<file path="src/rtl/fx_writeback_queue.sv">
// Writeback queue for the fixed-point unit: buffers FX results (GPR write plus optional
// CR/XER side write) and drains them one write at a time to the register-file port.
module fx_writeback_queue #(
    parameter int unsigned DEPTH      = 4,
    parameter int unsigned addrWidth  = 6,
    parameter int unsigned dataWidth  = 64,
    parameter logic [1:0]  FXUnitCode = 2'd0
) (
    input  logic                         clock_i,
    input  logic                         reset_i,
    input  logic [1:0]                   functionalUnitCode_i,
    input  logic                         reg1WritebackEnable_i,
    input  logic [addrWidth-1:0]         reg1WritebackAddress_i,
    input  logic [dataWidth-1:0]         reg1WritebackVal_i,
    input  logic                         reg2WritebackEnable_i,
    input  logic [addrWidth-1:0]         reg2WritebackAddress_i,
    input  logic [dataWidth-1:0]         reg2WritebackVal_i,
    output logic                         full_o,
    output logic                         wbValid_o,
    output logic                         wbIsSide_o,
    output logic [addrWidth-1:0]         wbAddress_o,
    output logic [dataWidth-1:0]         wbVal_o,
    input  logic                         wbReady_i,
    output logic [$clog2(DEPTH+1)-1:0]   count_o,
    output logic                         overflow_o
);

    localparam int unsigned PTR_W = (DEPTH > 1) ? $clog2(DEPTH) : 1;
    localparam int unsigned CNT_W = $clog2(DEPTH + 1);

    typedef struct packed {
        logic                 en1;
        logic [addrWidth-1:0] addr1;
        logic [dataWidth-1:0] val1;
        logic                 en2;
        logic [addrWidth-1:0] addr2;
        logic [dataWidth-1:0] val2;
    } entry_t;

    typedef enum logic [1:0] {
        IDLE  = 2'd0,
        SEND1 = 2'd1,
        SEND2 = 2'd2
    } state_t;

    entry_t               r_mem [DEPTH];
    logic [PTR_W-1:0]     r_head;
    logic [PTR_W-1:0]     r_tail;
    logic [CNT_W-1:0]     r_count;
    logic                 r_full;
    logic                 r_overflow;
    state_t               r_state;
    logic                 r_wb_valid;
    logic                 r_wb_side;
    logic [addrWidth-1:0] r_wb_addr;
    logic [dataWidth-1:0] r_wb_val;

    logic                 w_push;
    logic                 w_store;
    logic                 w_pop;
    logic                 w_load;
    entry_t               w_in_entry;
    entry_t               w_head;
    entry_t               w_next;
    entry_t               w_load_entry;
    logic [CNT_W-1:0]     w_count_nxt;

    assign w_push = (functionalUnitCode_i == FXUnitCode)
                  & (reg1WritebackEnable_i | reg2WritebackEnable_i);
    // Admission is judged against the registered full flag; a same-cycle pop never frees a slot.
    assign w_store = w_push & ~r_full;

    assign w_in_entry = '{
        en1:   reg1WritebackEnable_i,
        addr1: reg1WritebackAddress_i,
        val1:  reg1WritebackVal_i,
        en2:   reg2WritebackEnable_i,
        addr2: reg2WritebackAddress_i,
        val2:  reg2WritebackVal_i
    };

    assign w_head = r_mem[r_head];
    assign w_next = r_mem[PTR_W'(r_head + PTR_W'(1))];

    // An entry retires on acceptance of its last write.
    assign w_pop = wbReady_i & (((r_state == SEND1) & ~w_head.en2) | (r_state == SEND2));

    // Start a new entry from idle, or chain straight into the following entry after a pop.
    // Only entries stored before this edge are eligible, so a fresh push never bypasses.
    assign w_load = ((r_state == IDLE) & (r_count != '0))
                  | (w_pop & (r_count > CNT_W'(1)));
    assign w_load_entry = (r_state == IDLE) ? w_head : w_next;

    assign w_count_nxt = r_count + CNT_W'(w_store) - CNT_W'(w_pop);

    always_ff @(posedge clock_i) begin
        if (w_store) begin
            r_mem[r_tail] <= w_in_entry;
        end
    end

    always_ff @(posedge clock_i) begin
        if (reset_i) begin
            r_head     <= '0;
            r_tail     <= '0;
            r_count    <= '0;
            r_full     <= 1'b0;
            r_overflow <= 1'b0;
            r_state    <= IDLE;
            r_wb_valid <= 1'b0;
            r_wb_side  <= 1'b0;
            r_wb_addr  <= '0;
            r_wb_val   <= '0;
        end else begin
            if (w_store) begin
                r_tail <= PTR_W'(r_tail + PTR_W'(1));
            end
            if (w_push & r_full) begin
                r_overflow <= 1'b1;
            end
            if (w_pop) begin
                r_head <= PTR_W'(r_head + PTR_W'(1));
            end
            r_count <= w_count_nxt;
            r_full  <= (w_count_nxt == CNT_W'(DEPTH));

            if (w_load) begin
                r_state    <= w_load_entry.en1 ? SEND1 : SEND2;
                r_wb_valid <= 1'b1;
                r_wb_side  <= ~w_load_entry.en1;
                r_wb_addr  <= w_load_entry.en1 ? w_load_entry.addr1 : w_load_entry.addr2;
                r_wb_val   <= w_load_entry.en1 ? w_load_entry.val1 : w_load_entry.val2;
            end else if (w_pop) begin
                r_state    <= IDLE;
                r_wb_valid <= 1'b0;
            end else if ((r_state == SEND1) & wbReady_i) begin
                r_state    <= SEND2;
                r_wb_side  <= 1'b1;
                r_wb_addr  <= w_head.addr2;
                r_wb_val   <= w_head.val2;
            end else if ((r_state != IDLE) & (r_state != SEND1) & (r_state != SEND2)) begin
                r_state    <= IDLE;
                r_wb_valid <= 1'b0;
            end
        end
    end

    assign full_o      = r_full;
    assign overflow_o  = r_overflow;
    assign count_o     = r_count;
    assign wbValid_o   = r_wb_valid;
    assign wbIsSide_o  = r_wb_side;
    assign wbAddress_o = r_wb_addr;
    assign wbVal_o     = r_wb_val;

endmodule

</file>
<file path="config.mk">
export PLATFORM = sky130hd
export DESIGN_NAME = fx_writeback_queue
export DESIGN_NICKNAME = d
export VERILOG_FILES = /design/src/rtl/fx_writeback_queue.sv
export SDC_FILE = /design/constraint.sdc
export NUM_CORES = 1
export LEC_CHECK = 0
export BUFFER_PORTS_ARGS = -buffer_cell sky130_fd_sc_hd__buf_2
export CAP_MARGIN = 20
export CORE_MARGIN = 2
export CORE_UTILIZATION = 60
export CTS_CLUSTER_SIZE = 12
export DETAILED_ROUTE_END_ITERATION = 7
export PLACE_DENSITY = 0.76
export SYNTH_ARGS = -nofsm -noshare
export SYNTH_HDL_FRONTEND = slang
export SYNTH_SLANG_ARGS = --single-unit
</file>
<file path="constraint.sdc">
create_clock -name clock_i -period 6.9 [get_ports clock_i]
set_input_delay 1.38 -clock clock_i [delete_from_list [all_inputs] [get_ports clock_i]]
set_output_delay 1.38 -clock clock_i [all_outputs]
set_load 0.05 [all_outputs]
</file>
==> impl_metrics.toml <==
[clock_tree]
clk_pin_slew_ns = 0.06
cts_resized = 0
worstSkewPairLatency_ns = 0.61
clk_path_buf_depth = 3
cts_tree = "done"
tritoncts.num_buffers = 71
post_cts_buffers = 0
holdBufCountCts = 0
htreeDepth = 3
cts_sinks = 653
cts_root_buffer = "clkbuf_16"

[detailed_routing]
vias = 17607
routed_wl_um = 70700
drt_iter0_markers = 1884
drc = 0
antenna_left = 0
dr.pass1.iters = 5
post_drt_wl_per_cell_um = 27.0
routed_via_density = 6.71

[timing]
period_needed_ns = 3.65
clock_skew_ns = 0.0191
max_slew_margin_pct = 27.8
finalSetupViolations = 0
max_freq_mhz = 274
finalHoldViolations = 0
rsz0062_at_grt = "false"
setup_tns_ns = 0
worst_slew_pin_slew_ns = 1.08
report.final.slew_viol_count = 0
finalCritPeriodShare_pct = 52.9
worst_slack_ns = 3.25

[flow_run]
cap_violations = 0

[hold_path]
min_from = "wbVal_o[23]$_SDFFE_PP0P_"
whs_path_depth = 2
holdPathEnd = "wbVal_o[23]$_SDFFE_PP0P_"
min_path_type = "flip-flop to flip-flop"

[placed_design]
dpl.hpwl_um = 40000
place_congestion = 0.753
place_ws_ns = 3.17
placed_cell_area_mm2 = 0.0312
portBuffers = 223

[layout]
layout_commonest_cell = "edfxtp_1"
drive_gt1_share_pct = 33.4
mostFrequentLayoutCells = "edfxtp_1 (568), mux4_2 (279), buf_2 (222), nand2_1 (164), mux2i_1 (95)"
multiInputGateArea_mm2 = 0.0102
n_fill_cell = 3075
fin_util_pct = 68.9
nNetsFinal = 2038
area_growth_pct = 13.8
stdcell_area_mm2 = 0.0336
regArea_mm2 = 0.0188

[worst_setup_path]
path_buf_inv = 1
reg2reg_slack_ns = 3.25
cp-end-kind = "flip-flop"
r2r_end = "wbVal_o[17]$_SDFFE_PP0P_"
crit_fanout = 81
crit_type = "flip-flop to flip-flop"
slowest_delay_ns = 0.87
worstPathCellList = "mux4_2 -> mux2_8 -> buf_4 -> mux2i_1 -> o22a_1 -> o21ai_0"
crit_required_ns = 7.35
crit_cells = 6
worst-r2r-cell-count = 6
cp_top_family = "multiplexers"
worstPathArrival_ns = 4.10
crit_slowest_cell = "dfxtp_4"
startpoint_type = "flip-flop"
r2r-start = "r_head[0]$_SDFFE_PP0P_"

[logic_synthesis]
yosysWarnings = 0
syn_nets = 1851
yosysSeqAreaShare_pct = 63.5
ys_ff_latch = 653
syn_avg_cell_area_um2 = 17.4
ys_types = 39
yosys.area_share.adder_pct = 0.407
synth_compound_area_share_pct = 3.93
synth.cell_area_mm2 = 0.0295
synthSimpleGateAreaFrac_pct = 5.17
synth_top_family_by_area = "multiplexers"
synth_mux_area_share_pct = 24.7
synth_xor_area_share_pct = 0.119
synthCells = 1695

[floorplan]
initial_core_util_pct = 60.6
io_pins = 224
die_x_um = 226
die_area_mm2 = 0.0510
num_rows = 81
die-height_um = 226
coreArea_mm2 = 0.0487

[global_route]
antenna_found_initial = 23
grt_start_max_net_pins = 111
grt_pass1_vias = 18529
globalRouteOverflowTotal = 0
grt_pass1_wl_um = 107000
grt_usage_pct = 28.5

[pwr]
leakage_nw = 11.2
power.density_mw_per_mm2 = 364
p_total_w = 0.0122
vdd_ir_drop_max_uv = 267

[status]
status = "completed"
[tightest hold or removal path: stages, from the launching register on]
cell     delay, ns
dfxtp_1       0.31
nand3_1       0.06
a21oi_1       0.05
[per-stage QoR]
step	instances	hold WS [ns]
after floorplan	1695	0.514
final	2623	0.473
after CTS	2604	0.471
after detailed placement	2473	0.461
after global routing	2614	0.509
after global placement	2472	0.450
[how the worst max path moves through the flow]
stage | startpoint | endpoint | slack (ns)
after floorplan | functionalUnitCode_i[1] | r_mem[1][0]$_DFFE_PP_ | 0.96
after global placement | reg2WritebackEnable_i | r_mem[1][2]$_DFFE_PP_ | 3.17
after detailed placement | reg2WritebackEnable_i | r_mem[1][2]$_DFFE_PP_ | 3.17
after CTS | r_head[0]$_SDFFE_PP0P_ | wbVal_o[17]$_SDFFE_PP0P_ | 3.19
after global routing | r_head[0]$_SDFFE_PP0P_ | wbVal_o[15]$_SDFFE_PP0P_ | 2.98
final | r_head[0]$_SDFFE_PP0P_ | wbVal_o[17]$_SDFFE_PP0P_ | 3.25
[registers in the layout, indices dropped and copies added (netlist names), named ones only]
| register | cells |
|---|---|
| wbValid_o | 1 |
| overflow_o | 1 |
| r_head | 2 |
| r_state | 2 |
| wbAddress_o | 6 |
| r_mem | 568 |
| wbIsSide_o | 1 |
| r_tail | 2 |
| wbVal_o | 64 |
| count_o | 3 |
| full_o | 1 |
[cell type report]
| type | instances | area share [%] |
|---|---|---|
| timing repair buffer | 249 | 4.16 |
| sequential | 653 | 55.9 |
| antenna | 19 | 0.142 |
| clock inverter | 23 | 0.667 |
| multi-input combinational | 897 | 30.4 |
| inverter | 10 | 0.112 |
| tap | 664 | 2.47 |
| clock buffer | 108 | 6.17 |
[power breakdown]
part	total, W	internal [W]	switching (W)
sequential	0.00472	0.00452	0.000205
clock	0.00372	0.00222	0.00149
combinational	0.00378	0.00151	0.00227
total	0.0122	0.00825	0.00397
[layer usage]
metal / up-vias / GRT usage [%] / share of wire (%)
met1: 9146 / 35.8 / 36
met5: - / 0 / 0.23
met3: 163 / 6.40 / 9.1
met2: 864 / 48.0 / 51
met4: 26 / 12.6 / 3.1
li1: 7408 / - / -
[cells by family after synthesis]
group / Yosys count
and+or+nand+nor: 329
buffers and inverters: 145
AOI/OAI and AO/OA: 176
DFF: 653
xor gates and xnor gates: 4
adders and majority gates: 9
muxes: 379
[Yosys cell counts (all sizes together)]
| master | instances | area [um2] |
|---|---|---|
| buf | 52 | 285 |
| a221o | 1 | 10.0 |
| edfxtp | 568 | 17100 |
| nor4 | 2 | 12.5 |
| o22ai | 4 | 25.0 |
| fa | 1 | 20.0 |
| o21ai | 42 | 210 |
| nor2 | 19 | 71.3 |
| nor3 | 5 | 25.0 |
| and3 | 65 | 407 |
| or2 | 1 | 6.26 |
| ha | 8 | 100 |
| inv | 10 | 37.5 |
| nand3 | 55 | 275 |
| and2 | 5 | 31.3 |
| nand2b | 4 | 25.0 |
| a221oi | 2 | 17.5 |
| a211oi | 5 | 37.5 |
| clkbuf | 83 | 312 |
| and3b | 1 | 8.76 |
| mux2 | 4 | 45.0 |
| mux4 | 279 | 6280 |
| a21oi | 10 | 50.1 |
| dfxtp | 85 | 1700 |
| or3 | 3 | 18.8 |
| o21a | 2 | 15.0 |
| xor2 | 3 | 26.3 |
| nand2 | 165 | 619 |
| xnor2 | 1 | 8.76 |
| nand4 | 1 | 6.26 |
| a32oi | 3 | 26.3 |
| a31oi | 67 | 419 |
| nor2b | 3 | 18.8 |
| o22a | 40 | 350 |
| mux2i | 96 | 961 |
No activity file was read; power rests on OpenSTA's default activity.
